==> src/rtl/dcm_prog_pkg.sv <==
// Shared definitions for the DCM_CLKGEN M/D reprogramming initiator:
// FSM state encoding, serial command codes, load field length and
// error codes.
package dcm_prog_pkg;

  typedef enum logic [3:0] {
    ST_IDLE,
    ST_LOAD_D,
    ST_GAP1,
    ST_LOAD_M,
    ST_GAP2,
    ST_GO,
    ST_WAIT_DONE,
    ST_WAIT_LOCK,
    ST_FINISH
  } state_e;

  // Command codes, shifted LSB first ahead of the 8 value bits
  localparam logic [1:0] CMD_LOAD_D = 2'b01;
  localparam logic [1:0] CMD_LOAD_M = 2'b11;

  localparam int unsigned LOAD_BITS = 10;
  localparam int unsigned BIT_CNT_W = 4;

  localparam logic [1:0] ERR_NONE    = 2'd0;
  localparam logic [1:0] ERR_BAD_M   = 2'd1;
  localparam logic [1:0] ERR_TIMEOUT = 2'd2;

  // A load field in transmit order: bit 0 goes out first
  function automatic logic [LOAD_BITS-1:0] load_word(input logic [1:0] cmd,
                                                      input logic [7:0] val);
    return {val, cmd};
  endfunction

endpackage

==> src/rtl/dcm_clkgen_prog_sync2.sv <==
// Two-flop synchroniser for a single asynchronous level into clk_i.
// Ports: clk_i, rst_ni (async active-low), d_i (async in), q_o (synced out).
module dcm_clkgen_prog_sync2 (
  input  logic clk_i,
  input  logic rst_ni,
  input  logic d_i,
  output logic q_o
);

  logic [1:0] sync_q;

  always_ff @(posedge clk_i or negedge rst_ni) begin
    if (!rst_ni) sync_q <= 2'b00;
    else         sync_q <= {sync_q[0], d_i};
  end

  assign q_o = sync_q[1];

endmodule

==> src/rtl/dcm_clkgen_prog.sv <==
// DCM_CLKGEN serial M/D reprogramming initiator. Shifts LOAD_D, LOAD_M and
// GO over PROGCLK/PROGEN/PROGDATA, then waits for PROGDONE (and optionally
// LOCKED) with a progclk-period timeout.
// Ports: clkin/rst_n; start, m_minus1, d_minus1 request; busy, done, err,
// err_code status; progclk, progen, progdata to the DCM; progdone, locked
// back from the DCM (asynchronous).
module dcm_clkgen_prog
  import dcm_prog_pkg::*;
#(
  parameter int unsigned PROG_DIV      = 2,
  parameter int unsigned TIMEOUT_TICKS = 1024,
  parameter bit          WAIT_LOCK     = 1'b1
) (
  input  logic       clkin,
  input  logic       rst_n,
  input  logic       start,
  input  logic [7:0] m_minus1,
  input  logic [7:0] d_minus1,
  output logic       busy,
  output logic       done,
  output logic       err,
  output logic [1:0] err_code,
  output logic       progclk,
  output logic       progen,
  output logic       progdata,
  input  logic       progdone,
  input  logic       locked
);

  localparam int unsigned DIV_W = (PROG_DIV > 1) ? $clog2(PROG_DIV) : 1;
  localparam int unsigned TMR_W = $clog2(TIMEOUT_TICKS + 1);

  logic progdone_s, locked_s;

  dcm_clkgen_prog_sync2 u_sync_progdone (
    .clk_i (clkin), .rst_ni (rst_n), .d_i (progdone), .q_o (progdone_s)
  );

  dcm_clkgen_prog_sync2 u_sync_locked (
    .clk_i (clkin), .rst_ni (rst_n), .d_i (locked), .q_o (locked_s)
  );

  // Free-running progclk divider; fall_tick marks the progclk 1->0 edge
  logic [DIV_W-1:0] div_cnt_q, div_cnt_d;
  logic             progclk_q, progclk_d;
  logic             div_wrap_c, fall_tick_c;

  always_comb begin
    div_wrap_c  = (div_cnt_q == DIV_W'(PROG_DIV - 1));
    div_cnt_d   = div_wrap_c ? '0 : div_cnt_q + DIV_W'(1);
    progclk_d   = div_wrap_c ? ~progclk_q : progclk_q;
    fall_tick_c = div_wrap_c & progclk_q;
  end

  state_e                 state_q, state_d;
  logic [BIT_CNT_W-1:0]   bit_cnt_q, bit_cnt_d;
  logic [TMR_W-1:0]       tmr_q, tmr_d;
  logic                   seen_low_q, seen_low_d;
  logic [7:0]             m_q, m_d, dv_q, dv_d;
  logic                   busy_q, busy_d, done_q, done_d, err_q, err_d;
  logic [1:0]             err_code_q, err_code_d;
  logic                   progen_q, progen_d, progdata_q, progdata_d;
  logic [LOAD_BITS-1:0]   word_d_c, word_m_c;
  logic                   last_bit_c, timeout_c;

  // Next-state and output logic; serial outputs only move on fall_tick
  always_comb begin
    state_d    = state_q;
    bit_cnt_d  = bit_cnt_q;
    tmr_d      = tmr_q;
    seen_low_d = seen_low_q;
    m_d        = m_q;
    dv_d       = dv_q;
    busy_d     = busy_q;
    done_d     = 1'b0;
    err_d      = 1'b0;
    err_code_d = err_code_q;
    progen_d   = progen_q;
    progdata_d = progdata_q;
    word_d_c   = load_word(CMD_LOAD_D, dv_q);
    word_m_c   = load_word(CMD_LOAD_M, m_q);
    last_bit_c = (bit_cnt_q == BIT_CNT_W'(LOAD_BITS - 1));
    timeout_c  = (tmr_q >= TMR_W'(TIMEOUT_TICKS));

    unique case (state_q)
      ST_IDLE: begin
        progen_d = 1'b0;
        if (start) begin
          if (m_minus1 == 8'd0) begin
            err_d      = 1'b1;
            err_code_d = ERR_BAD_M;
          end else begin
            m_d        = m_minus1;
            dv_d       = d_minus1;
            busy_d     = 1'b1;
            err_code_d = ERR_NONE;
            bit_cnt_d  = '0;
            tmr_d      = '0;
            seen_low_d = 1'b0;
            state_d    = ST_LOAD_D;
          end
        end
      end
      ST_LOAD_D: if (fall_tick_c) begin
        progen_d   = 1'b1;
        progdata_d = word_d_c[bit_cnt_q];
        bit_cnt_d  = last_bit_c ? '0 : bit_cnt_q + BIT_CNT_W'(1);
        if (last_bit_c) state_d = ST_GAP1;
      end
      ST_GAP1: if (fall_tick_c) begin
        progen_d   = 1'b0;
        progdata_d = 1'b0;
        state_d    = ST_LOAD_M;
      end
      ST_LOAD_M: if (fall_tick_c) begin
        progen_d   = 1'b1;
        progdata_d = word_m_c[bit_cnt_q];
        bit_cnt_d  = last_bit_c ? '0 : bit_cnt_q + BIT_CNT_W'(1);
        if (last_bit_c) state_d = ST_GAP2;
      end
      ST_GAP2: if (fall_tick_c) begin
        progen_d   = 1'b0;
        progdata_d = 1'b0;
        state_d    = ST_GO;
      end
      ST_GO: if (fall_tick_c) begin
        progen_d   = 1'b1;
        progdata_d = 1'b0;
        state_d    = ST_WAIT_DONE;
      end
      ST_WAIT_DONE, ST_WAIT_LOCK: begin
        if (fall_tick_c) begin
          progen_d   = 1'b0;
          progdata_d = 1'b0;
          tmr_d      = tmr_q + TMR_W'(1);
        end
        // PROGDONE is high before GO; only a low-then-high sequence counts
        if (!progdone_s) seen_low_d = 1'b1;
        if (timeout_c) begin
          err_d      = 1'b1;
          err_code_d = ERR_TIMEOUT;
          busy_d     = 1'b0;
          progen_d   = 1'b0;
          progdata_d = 1'b0;
          state_d    = ST_IDLE;
        end else if ((state_q == ST_WAIT_DONE) && seen_low_q && progdone_s && WAIT_LOCK) begin
          state_d = ST_WAIT_LOCK;
        end else if (((state_q == ST_WAIT_DONE) && seen_low_q && progdone_s) ||
                     ((state_q == ST_WAIT_LOCK) && locked_s)) begin
          done_d     = 1'b1;
          busy_d     = 1'b0;
          progen_d   = 1'b0;
          progdata_d = 1'b0;
          state_d    = ST_FINISH;
        end
      end
      ST_FINISH: state_d = ST_IDLE;
      default:   state_d = ST_IDLE;
    endcase
  end

  always_ff @(posedge clkin or negedge rst_n) begin
    if (!rst_n) begin
      div_cnt_q  <= '0;
      progclk_q  <= 1'b0;
      state_q    <= ST_IDLE;
      bit_cnt_q  <= '0;
      tmr_q      <= '0;
      seen_low_q <= 1'b0;
      m_q        <= '0;
      dv_q       <= '0;
      busy_q     <= 1'b0;
      done_q     <= 1'b0;
      err_q      <= 1'b0;
      err_code_q <= ERR_NONE;
      progen_q   <= 1'b0;
      progdata_q <= 1'b0;
    end else begin
      div_cnt_q  <= div_cnt_d;
      progclk_q  <= progclk_d;
      state_q    <= state_d;
      bit_cnt_q  <= bit_cnt_d;
      tmr_q      <= tmr_d;
      seen_low_q <= seen_low_d;
      m_q        <= m_d;
      dv_q       <= dv_d;
      busy_q     <= busy_d;
      done_q     <= done_d;
      err_q      <= err_d;
      err_code_q <= err_code_d;
      progen_q   <= progen_d;
      progdata_q <= progdata_d;
    end
  end

  assign busy     = busy_q;
  assign done     = done_q;
  assign err      = err_q;
  assign err_code = err_code_q;
  assign progclk  = progclk_q;
  assign progen   = progen_q;
  assign progdata = progdata_q;

endmodule

==> config.mk <==
export PLATFORM = sky130hd
export DESIGN_NAME = dcm_clkgen_prog
export DESIGN_NICKNAME = d
export VERILOG_FILES = /design/src/rtl/dcm_prog_pkg.sv /design/src/rtl/dcm_clkgen_prog_sync2.sv /design/src/rtl/dcm_clkgen_prog.sv
export SDC_FILE = /design/constraint.sdc
export NUM_CORES = 1
export LEC_CHECK = 0
export CORE_UTILIZATION = 55
export DETAILED_ROUTE_END_ITERATION = 8
export HOLD_SLACK_MARGIN = 0.05
export PLACE_DENSITY_LB_ADDON = 0.1
export SYNTH_ARGS = -nofsm -noshare
export SYNTH_HDL_FRONTEND = slang
export SYNTH_HIERARCHICAL = 1
export SYNTH_SLANG_ARGS = --single-unit
==> constraint.sdc <==
create_clock -name clkin -period 2.5 [get_ports clkin]
set_clock_uncertainty 0.15 [all_clocks]
set_input_delay 0.625 -clock clkin [delete_from_list [all_inputs] [get_ports clkin]]
set_output_delay 0.625 -clock clkin [all_outputs]
set_load 0.01 [all_outputs]
==> results of run 1 <==
[final timing paths]
path	start	endpoint	slack, ns
worst max-delay path	m_minus1[5]	state_q[2]	0.1
worst min-delay path	rst_n	tmr_q[4]	0.16
worst max register to register	state_q[1]	tmr_q[9]	0.27
worst min register to register	u_sync_progdone/sync_q[0]	u_sync_progdone/sync_q[1]	0.22
max in group asynchronous	rst_n	m_q[0]	1.51
min in group clkin	u_sync_progdone/sync_q[0]	u_sync_progdone/sync_q[1]	0.22
[state kept, by name (all words and copies together) (netlist names)]
signal and cells:
dv_q 8, tmr_q 11, err_code 2, busy 1, m_q 8, err 1, seen_low_q 1, done 1
bit_cnt_q 4, div_cnt_q 1, progclk 1, state_q 4, u_sync_locked/sync_q 2, progen 1, progdata 1, u_sync_progdone/sync_q 2
[through the flow]
| stage | cell area [µm²] | util (%) |
|---|---|---|
| final | 2930 | 71.1 |
| after detailed placement | 2840 | 68.9 |
| after floorplan | 2430 | - |
| after global placement | 2840 | 68.9 |
| after global routing | 2930 | 71.1 |
| after CTS | 2910 | 70.7 |
[cell type report]
| type | instances | area (µm²) |
|---|---|---|
| tap | 50 | 62.6 |
| fill | 321 | 1190 |
| sequential | 49 | 1230 |
| inverter | 9 | 33.8 |
| multi-input combinational | 181 | 1110 |
| timing repair buffer | 46 | 423 |
| clock buffer | 5 | 68.8 |
| clock inverter | 1 | 5.00 |
[report_power, final]
group / switching, mW / total, mW / internal (mW)
sequential: 0.306 / 1.37 / 1.06
clock: 0.249 / 0.434 / 0.185
combinational: 0.500 / 1.03 / 0.532
[cell usage in the layout, fill, tap and decap left out, drive strengths merged, types with 3 or more instances in the layout]
cell type       n
nor3            7
nand3          12
clkdlybuf4s50  27
inv             9
xnor2           5
o31ai           3
xor2            5
buf            19
a21oi           8
o21ai          11
a211oi          4
clkbuf          5
nor2           21
dfrtp          49
mux2i           3
nand2          58
[critical path, stage by stage]
cell	delay (ns)
clkdlybuf4s50_1	0.42
or4_4	0.55
or2_4	0.29
a2111oi_4	0.33
o21bai_1	0.10
o2bb2ai_1	0.12
[Yosys cell counts (2+ instances only)]
cell type / instances / share of area [%]
a31oi_1: 2 / 0.51
ha_1: 2 / 1.0
o31a_1: 2 / 0.72
o22ai_1: 2 / 0.51
a211oi_1: 3 / 0.92
clkbuf_1: 4 / 0.62
nor3_1: 7 / 1.4
nand2_1: 58 / 8.9
buf_1: 2 / 0.31
nand3_1: 12 / 2.5
o311ai_0: 2 / 0.72
o21ai_0: 11 / 2.3
inv_1: 9 / 1.4
o31ai_1: 2 / 0.62
xnor2_1: 5 / 1.8
nand4_1: 2 / 0.51
nand2b_1: 2 / 0.51
buf_4: 4 / 1.2
mux4_2: 2 / 1.8
a32o_1: 2 / 0.82
xor2_1: 5 / 1.8
mux2_2: 2 / 0.92
buf_2: 4 / 0.82
dfrtp_1: 49 / 50
a21o_1: 2 / 0.62
a21oi_1: 8 / 1.6
nor2_1: 19 / 2.9
nor2_2: 2 / 0.51
mux2i_1: 3 / 1.2
[repair_timing]
item	CTS	global route
setup endpoints to repair	0	1
setup buffers	0	0
resized for setup	0	2
[layer usage]
metal	vias to the layer above	wire length [µm]	global-route usage [%]
li1	956	-	-
met1	916	2600	36.5
met2	50	2460	38.5
met3	5	205	4.28
met4	0	42	8.85
met5	-	0	0
[logic make-up (layout without fill, tap and decap cells)]
| family | Yosys count | after routing | synth area share (%) |
|---|---|---|---|
| simple gates | 114 | 114 | 21.9 |
| flops | 49 | 49 | 50.4 |
| compound gates | 48 | 48 | 14.2 |
| buf+inv | 24 | 61 | 4.83 |
| xor+xnor | 10 | 10 | 3.60 |
| mux | 7 | 7 | 4.01 |
| fa+ha+maj | 2 | 2 | 1.03 |
==> results.cfg, run 1 <==
[outcome]
outcome = complete, no violations

[synthesis]
syn-mean-instance-area_um2 = 9.59
synth_edf_count = 0
postSynthRegisterBits = 49
syn-num-nets = 277
yosysWarnings = 6
syn_inst = 254
synth.lib_cells_used.distinct = 54
cell_area_after_synthesis_um2 = 2430
async_reset_ff_share_pct = 100
synth_top_flop_cell = dfrtp_1
sequential_fraction_of_the_synthesis_area_pct = 50.4

[clock_tree]
clkSinkCount = 49
cts_tree = done
clkLatencyLatePin_ns = 0.29
cts_inserted_buffers = 5
cts-htree-levels = 2
postCtsHoldBufs = 0
clk_pin_slew_worst_paths_ns = 0.09
root_buffer = clkbuf_8
cts-root-to-sink-buffers = 2

[sta]
timing.fmax_ghz = 0.416
final_slew_violations = 0
timing.hold.ws_ns = 0.160
final-setup-viol-count = 0
fin_setup_tns_ns = 0
timing.slew.headroom_pct = 61.2
finalHoldViolCount = 0
period_needed_ns = 2.40
worstMarginPinSlew_ns = 0.583
setup_ws_ns = 0.0952
min_period_over_period_pct = 96.2
rsz_0062_raised_after_global_routing = false

[routing]
detail_route.drc_violations = 0
viasPerCell = 5.65
routed_wire_per_std_cell_um = 15.6
dr.first_iter.drc_count = 70
drt-pass1-iter-count = 4
wirelength_um = 5300
num_vias = 1927
ant_nets = 0

[floorplanning]
floorplan.io_pins = 29
rows = 23
die_area_um2 = 4700
floorplan.core_area_um2 = 4120
initial_utilization_pct = 59.2
dieHeight_um = 68.5
die_w_um = 68.5

[flow_run]
maxCapViolCount = 0

[power]
p_leak_nw = 1.30
vdd_ir_drop_max_mv = 0.538
power.density_nw_per_um2 = 968
finalPower_mw = 2.83

[place]
gp_routability_congestion = 0.888
place.port_buffers = 28
pre_cts_slack_ns = -0.240
placed_cells = 335
place.detailed.hpwl_um = 3810

[critical_path]
path_class = input port to flip-flop
crit_arrival_ns = 2.45
number_of_cell_instances_on_the_worst_register_to_register_path = 5
timing.critical_path.fanout_max = 3
start_kind = input port
worst-endpoint-required_ns = 2.54
worst_setup_path_end_kind = flip-flop

[finish]
drive_gt1_share_pct = 13.4
final_net_count = 315
instances_no_fill = 341
num_antenna_cells = 0
area_growth_pct = 20.2

[grt]
grt-ovfl-total = 0
grt_pass1_vias = 1775
initial_antenna_violation_count = 0
largest_net_degree_at_the_start_of_global_routing = 27
grt_first_pass_wirelength_um = 8550
track_usage_pct = 25.4

[min_path]
hp-class = input port to asynchronous set/reset pin
Note: power is estimated with default switching activity, not from simulation.
==> run 2, diff against run 1 <==
Settings changed: CORE_MARGIN set to 5.
==> results.cfg, run 2 (same netlist as run 1, synthesis figures left out) <==
[floorplanning]
floorplan.core_area_um2 = 4320
rows = 24
dieHeight_um = 76.5
initial_utilization_pct = 56.3
floorplan.io_pins = 29
die_w_um = 76.5
die_area_um2 = 5860

[grt]
initial_antenna_violation_count = 0
grt_pass1_vias = 1834
track_usage_pct = 18.3
grt_first_pass_wirelength_um = 8800
grt-ovfl-total = 0
largest_net_degree_at_the_start_of_global_routing = 50

[critical_path]
cp.buffers_inverters = 1
worst-endpoint-required_ns = 2.54
crit_arrival_ns = 2.44
start_kind = input port
critPathTopFamily = simple AND/OR/NAND/NOR gates
cp_slowest_stage_delay_ns = 0.55
worstPathCellList = clkdlybuf4s50_1 > or4_4 > or2_4 > a2111oi_4 > o21bai_1 > o2bb2ai_1
timing.critical_path.fanout_max = 4
cp-startpoint = m_minus1[5]
reg2reg_from = state_q[2]
path_class = input port to flip-flop
worst_setup_path_end_kind = flip-flop
master_of_the_slowest_instance_on_the_critical_path = or4_4

[finish]
instances_no_fill = 343
drive_gt1_share_pct = 13.4
num_antenna_cells = 0
layout_commonest_cell = nand2_1
fillerInstances = 356
regMostFlops = tmr_q
largest_register_ff_count = 11
layout.cells.most_common_list = 58 x nand2_1, 49 x dfrtp_1, 27 x clkdlybuf4s50_1
fin_area_um2 = 2930
area_growth_pct = 20.3
final_net_count = 313
reg.largest.list = tmr_q x11, dv_q x8, m_q x8
core_utilization_of_the_finished_layout_pct = 67.7

[power]
finalPower_mw = 2.87
vdd_ir_drop_max_mv = 0.486
power.density_nw_per_um2 = 979
p_leak_nw = 1.30

[place]
place.detailed.hpwl_um = 3570
gp_routability_congestion = 0.811
place_area_um2 = 2810
placed_cells = 335
pre_cts_slack_ns = -0.244
place.port_buffers = 28

[clock_tree]
postCtsSetupBuffers = 0
clkLatencyLatePin_ns = 0.29
clkSinkCount = 49
cts_tree = done
root_buffer = clkbuf_8
cts_inserted_buffers = 5
postCtsHoldBufs = 0
cts_resized = 0
clk_pin_slew_worst_paths_ns = 0.09
cts-htree-levels = 2
cts-root-to-sink-buffers = 2

[sta]
finalHoldViolCount = 0
timing.fmax_ghz = 0.416
fin_setup_tns_ns = 0
setup_ws_ns = 0.0970
timing.hold.ws_ns = 0.215
min_period_over_period_pct = 96.1
final_slew_violations = 0
timing.slew.headroom_pct = 59.3
worstMarginPinSlew_ns = 0.611
rsz_0062_raised_after_global_routing = false
final-setup-viol-count = 0
period_needed_ns = 2.40

[routing]
drt-pass1-iter-count = 4
ant_nets = 0
wirelength_um = 4960
viasPerCell = 5.42
routed_wire_per_std_cell_um = 14.5
detail_route.drc_violations = 0
dr.first_iter.drc_count = 148
num_vias = 1858

[min_path]
hold_path_startpoint = u_sync_progdone/sync_q[0]
hp-class = flip-flop to flip-flop

[flow_run]
maxCapViolCount = 0

[outcome]
outcome = complete, no violations
==> run 2: cell count changes in the layout (fill, tap and decap cells not counted) <==
cell	previous run	this run
clkbuf_8	5	7
buf_4	17	16
buf_12	1	0
==> run 2: area by class of cell <==
class / instances / area (µm²) / area share [%]
clock buffers: 7 / 96.3 / 3.29
clock inverters: 1 / 5.00 / 0.171
inverters: 9 / 33.8 / 1.15
multi-input cells: 181 / 1110 / 37.8
flip-flops and latches: 49 / 1230 / 41.9
well taps: 52 / 65.1 / 2.22
repair buffers: 44 / 395 / 13.5
==> run 2: worst paths after layout <==
check,slack (ns),depth (start not counted),to
worst min-delay path,0.22,0,u_sync_progdone/sync_q[1]
worst max register to register,0.32,5,state_q[0]
worst max-delay path,0.1,6,state_q[2]
max in group asynchronous,1.52,2,m_q[3]
worst min register to register,0.22,0,u_sync_progdone/sync_q[1]
min in group asynchronous,0.27,2,state_q[3]
==> run 2: worst register-to-register path: stages (launching register included) <==
cell and delay [ns]:
dfrtp_1 0.53, or3b_1 0.53, o22ai_1 0.21, nand2b_1 0.19, a21o_1 0.13, mux2_2 0.33
==> run 2: where the power goes <==
| part | total, mW | internal [mW] | switching, mW |
|---|---|---|---|
| registers | 1.35 | 1.06 | 0.284 |
| clock network | 0.502 | 0.250 | 0.252 |
| logic | 1.02 | 0.525 | 0.495 |
==> run 2: layer usage <==
metal | wire length (µm) | global-route usage [%] | up-vias
met5 | 0 | 0 | -
met4 | 67 | 6.82 | 0
met3 | 215 | 3.19 | 6
met2 | 2210 | 26.5 | 42
met1 | 2470 | 27.3 | 856
li1 | - | - | 954
